File: src/rtl/stopwatch_bcd_counter_if.sv
// stopwatch_bcd_counter_if -- control/data bundle for the stopwatch BCD counter.
//   master: drives tick, ss, up, clr, load, load_val, lap; observes the outputs.
//   slave : the counter; returns bcd (live), disp (display), running, carry, zero.
// DIGITS must match the counter instance it is bound to.
interface stopwatch_bcd_counter_if #(
    parameter int DIGITS = 2
);
    logic                  tick;
    logic                  ss;
    logic                  up;
    logic                  clr;
    logic                  load;
    logic [4*DIGITS-1:0]   load_val;
    logic                  lap;
    logic [4*DIGITS-1:0]   bcd;
    logic [4*DIGITS-1:0]   disp;
    logic                  running;
    logic                  carry;
    logic                  zero;

    modport master (
        output tick, ss, up, clr, load, load_val, lap,
        input  bcd, disp, running, carry, zero
    );

    modport slave (
        input  tick, ss, up, clr, load, load_val, lap,
        output bcd, disp, running, carry, zero
    );
endinterface

File: src/rtl/stopwatch_bcd_counter.sv
// stopwatch_bcd_counter -- synchronous multi-digit BCD counter with start/stop FSM.
//   clk : rising-edge clock
//   p   : asynchronous active-high reset
//   bus : stopwatch_bcd_counter_if.slave (tick/ss/up/clr/load/load_val/lap in,
//         bcd/disp/running/carry/zero out)
// Parameters: DIGITS (>=1, digit 0 least significant), TOP_MOD (2..10, modulus
// of the top digit; lower digits are mod 10).
// Optional feature: define LAP_HOLD_EN to build the lap register that freezes
// disp while bcd keeps counting. Without it, lap is ignored and disp = bcd.
module stopwatch_bcd_counter #(
    parameter int DIGITS  = 2,
    parameter int TOP_MOD = 6
) (
    input  logic                    clk,
    input  logic                    p,
    stopwatch_bcd_counter_if.slave  bus
);
    localparam logic [3:0] TOP_MAX = 4'(TOP_MOD - 1);

    typedef enum logic {STOP = 1'b0, RUN = 1'b1} state_t;

    state_t                  state, state_nxt;
    logic [DIGITS-1:0][3:0]  d_q, d_nxt, ld_fix;
    logic                    carry_q;
    logic                    count_en;
    logic                    wrap;
    logic                    step;

    function automatic logic [3:0] dmax(input int i);
        return (i == DIGITS - 1) ? TOP_MAX : 4'd9;
    endfunction

    // ---------------- start/stop FSM ----------------
    always_ff @(posedge clk or posedge p) begin
        if (p) state <= STOP;
        else   state <= state_nxt;
    end

    always_comb begin
        state_nxt = state;
        if (bus.ss) state_nxt = (state == RUN) ? STOP : RUN;
    end

    // Counting uses the pre-edge state, so ss+tick in the same cycle counts
    // only when leaving RUN.
    assign count_en = (state == RUN) && bus.tick;

    // ---------------- digit cascade ----------------
    // step is the running AND of "all lower digits at their limit"; after the
    // loop it means every digit was at its limit, i.e. a full wrap.
    always_comb begin
        d_nxt  = d_q;
        ld_fix = '0;
        step   = 1'b1;
        for (int i = 0; i < DIGITS; i++) begin
            if (count_en && step) begin
                if (bus.up) d_nxt[i] = (d_q[i] == dmax(i)) ? 4'd0 : d_q[i] + 4'd1;
                else        d_nxt[i] = (d_q[i] == 4'd0) ? dmax(i) : d_q[i] - 4'd1;
            end
            step = step && (bus.up ? (d_q[i] == dmax(i)) : (d_q[i] == 4'd0));
            // Out-of-range load digits collapse to zero, each digit on its own.
            ld_fix[i] = (bus.load_val[4*i +: 4] > dmax(i)) ? 4'd0 : bus.load_val[4*i +: 4];
        end
    end

    assign wrap = count_en && step;

    always_ff @(posedge clk or posedge p) begin
        if (p) begin
            d_q     <= '0;
            carry_q <= 1'b0;
        end else if (bus.clr) begin
            d_q     <= '0;
            carry_q <= 1'b0;
        end else if (bus.load) begin
            d_q     <= ld_fix;
            carry_q <= 1'b0;
        end else begin
            d_q     <= d_nxt;
            carry_q <= wrap;
        end
    end

    assign bus.bcd     = d_q;
    assign bus.carry   = carry_q;
    assign bus.running = (state == RUN);
    assign bus.zero    = (d_q == '0);

    // ---------------- lap hold ----------------
`ifdef LAP_HOLD_EN
    logic                    hold;
    logic [4*DIGITS-1:0]     lap_q;

    always_ff @(posedge clk or posedge p) begin
        if (p) begin
            hold  <= 1'b0;
            lap_q <= '0;
        end else if (bus.clr || bus.load) begin
            hold  <= 1'b0;
        end else if (bus.lap) begin
            if (hold) begin
                hold  <= 1'b0;
            end else begin
                hold  <= 1'b1;
                lap_q <= d_q;   // pre-edge value
            end
        end
    end

    assign bus.disp = hold ? lap_q : d_q;
`else
    logic unused_lap;
    assign unused_lap = bus.lap;
    assign bus.disp   = d_q;
`endif
endmodule

File: src/flat_wrapper.sv
// flat-port wrapper written by rule: the top's interface ports become plain ports
module stopwatch_bcd_counter_flat 
#(
    parameter int DIGITS  = 2,
    parameter int TOP_MOD = 6
)
  (clk, p, bus_tick, bus_ss, bus_up, bus_clr, bus_load, bus_load_val, bus_lap, bus_bcd, bus_disp, bus_running, bus_carry, bus_zero);
  stopwatch_bcd_counter_if #(.DIGITS(DIGITS)) bus_i ();
  input  logic clk;
  input  logic p;
  input wire logic [$bits(bus_i.tick)-1:0] bus_tick;
  input wire logic [$bits(bus_i.ss)-1:0] bus_ss;
  input wire logic [$bits(bus_i.up)-1:0] bus_up;
  input wire logic [$bits(bus_i.clr)-1:0] bus_clr;
  input wire logic [$bits(bus_i.load)-1:0] bus_load;
  input wire logic [$bits(bus_i.load_val)-1:0] bus_load_val;
  input wire logic [$bits(bus_i.lap)-1:0] bus_lap;
  output wire logic [$bits(bus_i.bcd)-1:0] bus_bcd;
  output wire logic [$bits(bus_i.disp)-1:0] bus_disp;
  output wire logic [$bits(bus_i.running)-1:0] bus_running;
  output wire logic [$bits(bus_i.carry)-1:0] bus_carry;
  output wire logic [$bits(bus_i.zero)-1:0] bus_zero;
  assign bus_i.tick = bus_tick;
  assign bus_i.ss = bus_ss;
  assign bus_i.up = bus_up;
  assign bus_i.clr = bus_clr;
  assign bus_i.load = bus_load;
  assign bus_i.load_val = bus_load_val;
  assign bus_i.lap = bus_lap;
  assign bus_bcd = bus_i.bcd;
  assign bus_disp = bus_i.disp;
  assign bus_running = bus_i.running;
  assign bus_carry = bus_i.carry;
  assign bus_zero = bus_i.zero;
  stopwatch_bcd_counter #(.DIGITS(DIGITS), .TOP_MOD(TOP_MOD)) u_core (.clk(clk), .p(p), .bus(bus_i));
endmodule
File: config.mk
export PLATFORM = sky130hd
export DESIGN_NAME = stopwatch_bcd_counter_flat
export DESIGN_NICKNAME = d
export VERILOG_FILES = /design/src/rtl/stopwatch_bcd_counter_if.sv /design/src/rtl/stopwatch_bcd_counter.sv /design/src/flat_wrapper.sv
export SDC_FILE = /design/constraint.sdc
export NUM_CORES = 1
export LEC_CHECK = 0
export CAP_MARGIN = 15
export CORE_UTILIZATION = 48
export CTS_CLUSTER_DIAMETER = 60
export DETAILED_ROUTE_END_ITERATION = 10
export PLACE_DENSITY = 0.84
export REMOVE_ABC_BUFFERS = 1
export SLEW_MARGIN = 20
export SYNTH_ARGS = -nofsm -noshare
export SYNTH_HDL_FRONTEND = slang
export SYNTH_SLANG_ARGS = --single-unit
File: constraint.sdc
create_clock -name clk -period 3.9 [get_ports clk]
set_input_delay 0.975 -clock clk [delete_from_list [all_inputs] [get_ports clk]]
set_output_delay 0.975 -clock clk [all_outputs]
set_load 0.03 [all_outputs]
Yosys cells after proc, flatten, opt, wreduce, memory -nomap -nowiden:

Cells that the tools add are included.

* register bits: 10
* input port bits: 16
* output and inout bits: 19
* word-level logic and storage cells: 38

* $add $sub $neg: 4
* $lt $le $gt $ge: 2
* equality and inequality tests: 2
* multiplexer cells: 17
* reductions and logical operators: 9

Operator list (count)
* $mux W4: 10
* $mux W8: 2
* $add A4 B1 Y4 const B: 2
* $logic_not A4 Y1: 2
* $logic_not A8 Y1: 1
* $sub A4 B1 Y4 const B: 2
* $reduce_bool A3 Y1: 2
* $mux W1: 5
* $eq A4 B3 Y1 const B: 1
* $eq A4 B4 Y1 const B: 1
* $gt A4 B3 Y1 const B: 1
* $gt A4 B4 Y1 const B: 1
* $logic_and A1 B1 Y1: 4

Depth between registers and ports, before layout:

* word-level depth: 6
* depth in mapped cells: 6
* depth with buffers taken out: 6

Least setup slack after synthesis:

No wires, ideal clock.

* kind: register -> output
* start point: register u_core.d_q, in the netlist u_core.bus.bcd[4]
* end point: output port bus_zero
* data arrival time: 1401 ps
* data required time: 2925 ps
* setup slack: 1524 ps
* stages on the path, launching flop included: 5
* path buffers: 0
* cells stage by stage: dfrtp_1 > inv_1 > ha_1 > nor2b_1 > and4b_2

* word-level cells in the longest chain between the ends: 1

Ends and longest elaborated chain
* start: declaration: RTL line stopwatch_bcd_counter.sv:23 `logic [DIGITS-1:0][3:0] d_q, d_nxt, ld_fix;`
* start signal: assignment: RTL line stopwatch_bcd_counter.sv:76 `d_q <= ld_fix;`
* start signal: assignment: RTL line stopwatch_bcd_counter.sv:79 `d_q <= d_nxt;`
* $logic_not A8 Y1: RTL line stopwatch_bcd_counter.sv:87 `assign bus.zero = (d_q == '0);`
* end: declaration: RTL line flat_wrapper.sv:22 `output wire logic [$bits(bus_i.zero)-1:0] bus_zero;`

No other way between the ends.

Final worst setup path:

Same ends and word-level chain as after synthesis.

==> flow_metrics.tcl <==
set metrics [dict create \
    outcome "completed" \
    synth_area_sq_um 999.7 \
    setup_violations 0 \
    synth_compound_area_share_pct 22.15 \
    gp_congestion 0.8693 \
    endpoint_kind "primary output" \
    cts_hold_buf 0 \
    finalCritPeriodShare_pct 81.37 \
    ys_warn_count 0 \
    cts_root_buf "clkbuf_4" \
    hp-class "reg2reg" \
    synthMuxAreaShare_pct 2.003 \
    cts.clk_slew.worst_paths_ns 0.06 \
    gr-total-overflow 0 \
    power.total_w 0.0004164 \
    synth_edf_count 0 \
    critPathArrivalTime_ns 2.20 \
    yosys.area_share.xor_xnor_pct 0.8761 \
    synthCells 124 \
    rsz0062_at_grt "no" \
    wire_per_inst_microns 14.57 \
    drt-total-wl_microns 2536 \
    hold_depth 1 \
    hp-start "u_core.bus.running" \
    clockBufferDepth 2 \
    antenna_left 0 \
    ir_drop_v 0.0001863 \
    io_buffer_count 33 \
    timing.rr.start "u_core.bus.bcd[0]" \
    startpoint_type "register" \
    synth_fa_ha_area_share_pct 7.509 \
    hold_viol_final 0 \
    dieWidth_microns 47.64 \
    die_h_microns 47.64 \
    tns_ns 0 \
    ys_seq_area_share_pct 25.03 \
    final_nets 171 \
    drcViolationCount 0 \
    synth-async-reset-ratio_pct 100.0 \
    synth_flop_cell "dfrtp_1" \
    clkLatencyLatePin_ns 0.27 \
    dr.pass1.iters 4 \
    die_area_sq_um 2269 \
    coreArea_sq_um 1962 \
    diodes 0 \
    grt_antenna_before_repair 0 \
    slew-limit-headroom_pct 73.66 \
    crit_path_top_delay_cell "clkdlybuf4s50_1" \
    worstSetupPathType "reg2out" \
    dpl.hpwl_microns 1898 \
    crit_chain "inv_1, ha_1, nor2b_1, and4b_2, clkdlybuf4s50_1" \
    grt_first_pass_wirelength_microns 3746 \
    reg2reg_depth 6 \
    postLayoutSetupSlackWorst_ns 0.7265 \
    r2r_setup_slack_ns 1.57 \
    drt_iter0_drc 12 \
    cts_setup_buffers 0 \
    clock.fmax_mhz 315.1 \
    rows 16 \
    power_density_nw_per_um2 319.7 \
    track_usage_pct 24.49 \
    skew_ns 0.009309 \
    crit_required_ns 2.92 \
    areaGrowthSynthToFinish_pct 30.29 \
    synth_top_family_by_area "simple AND/OR/NAND/NOR gates" \
    drv_cap 0 \
    start_util_pct 50.96 \
    period_minus_slack_ns 3.173 \
    io-pin-count 35 \
    viasPerCell 5.868 \
    grt_pass1_vias 889 \
    h-tree-depth 1 \
    slew_violations 0 \
    synth-simple-area-share_pct 30.29 \
    cp_max_fo 10 \
    yosysUniqueCellTypes 43 \
    cts_resized 0 \
    reg2reg_to "u_core.bus.bcd[6]" \
    cpPeakStageDelay_ns 0.66 \
    cts_tree "built" \
    holdPathEnd "u_core.bus.running" \
    layout-drive-gt1-share_pct 8.163 \
    cts.sinks 10 \
    grt_max_degree 15 \
    dp_worst_setup_slack_ns 0.9479 \
    p_leak_nw 0.5014 \
    yosys_register_bits 10 \
    cts_made_buffers 3 \
    avgSynthCellArea_sq_um 8.062 \
    vias 1021 \
    worstMarginPinSlew_ns 0.3896 \
]
[worst max-delay path: cells and delay by family, from the launching register on]
family | cells | cell delay (ns)
buffers and inverters | 2 | 0.80
DFF | 1 | 0.50
and+or+nand+nor | 2 | 0.36
adders and majority gates | 1 | 0.28
[cells by family (layout without fill, tap and decap cells)]
logic type / count (synthesis) / after routing
flops: 10 / 10
simple gates: 52 / 52
compound gates: 31 / 31
fa+ha+maj: 6 / 6
xor+xnor: 1 / 1
buf+inv: 22 / 45
mux: 2 / 2
[layer usage]
metal,GRT usage (%),part of all wire (%),vias to the layer above
li1,-,-,493
met1,25.93,42,482
met2,44.66,49,37
met3,6.415,6.2,9
met4,12.22,2.8,0
met5,0,0,-
[synth_stat cells, types with 2 or more instances]
| master | instances | area, sq um |
|---|---|---|
| clkbuf_1 | 3 | 11.26 |
| o311ai_0 | 2 | 17.52 |
| a211oi_1 | 3 | 22.52 |
| nand2b_1 | 2 | 12.51 |
| nand3_1 | 7 | 35.03 |
| dfrtp_1 | 10 | 250.2 |
| or3b_2 | 3 | 26.28 |
| a31oi_1 | 2 | 12.51 |
| nor3_1 | 3 | 15.01 |
| o21ai_0 | 7 | 35.03 |
| mux2i_1 | 2 | 20.02 |
| nand3b_1 | 3 | 22.52 |
| a311oi_1 | 2 | 17.52 |
| nor2_1 | 11 | 41.29 |
| buf_4 | 10 | 75.07 |
| inv_1 | 8 | 30.03 |
| ha_1 | 6 | 75.07 |
| a21oi_1 | 4 | 20.02 |
| nor2b_1 | 3 | 18.77 |
| nand2_1 | 6 | 22.52 |
| nor4b_1 | 2 | 17.52 |
| or4_1 | 2 | 15.01 |
| and2_1 | 3 | 18.77 |
[power by group]
| part | leakage (nW) | switching, W | internal [W] |
|---|---|---|---|
| sequential | 0.134 | 0.0000248 | 0.000116 |
| combinational | 0.354 | 0.000114 | 0.0000934 |
| clock | 0.0138 | 0.0000330 | 0.0000355 |
[how the worst max path moves through the flow]
stage	startpoint	endpoint	slack [ns]	cells past startpoint
3_3_place_gp	bus_up	u_core.bus.bcd[6]	0.97	5
6_report	u_core.bus.bcd[4]	bus_zero	0.73	5
5_1_grt	u_core.bus.bcd[4]	bus_zero	0.61	5
3_5_place_dp	bus_up	u_core.bus.bcd[6]	0.95	5
4_1_cts	u_core.bus.bcd[4]	bus_zero	0.72	5
2_1_floorplan	u_core.bus.bcd[4]	bus_zero	1.31	4
[layout make-up]
type,count,area (sq um)
multi-input cells,92,628.1
inverters,8,30.03
clock buffers,3,22.52
repair buffers,34,337.8
fillers,180,659.4
flip-flops and latches,10,250.2
well taps,27,33.78
[cells in the final DEF (no fill, tap or decap), drive strengths merged, types with 2 or more instances in the layout]
cell	Yosys	final
clkdlybuf4s50	0	33
nor2	11	11
dfrtp	10	10
inv	8	8
nand3	7	7
o21ai	7	7
nand2	6	6
ha	6	6
a21oi	4	4
or3b	4	4
and2	4	4
nand3b	3	3
nor2b	3	3
nor3	3	3
a211oi	3	3
clkbuf	4	3
nand2b	2	2
o311ai	2	2
mux2i	2	2
or4	2	2
nor4b	2	2
a311oi	2	2
a31oi	2	2
a211o	2	2
[registers in the layout, summed over array words and instances, names as in the netlist]
register and flops:
u_core.bus.carry 1, u_core.bus.bcd 8, u_core.bus.running 1
[stage by stage]
| step | util, % | hold WS, ns | std cells | cell area [sq um] |
|---|---|---|---|---|
| CTS | 66.39 | 0.5388 | 174 | 1303 |
| detailed placement | 65.24 | 0.5268 | 171 | 1280 |
| global placement | 65.24 | 0.4926 | 171 | 1280 |
| global route | 66.39 | 0.5654 | 174 | 1303 |
| floorplan | - | 0.6747 | 110 | 908.4 |
| finish | 66.39 | 0.5269 | 174 | 1303 |
Note: power is estimated with default switching activity, not from simulation.
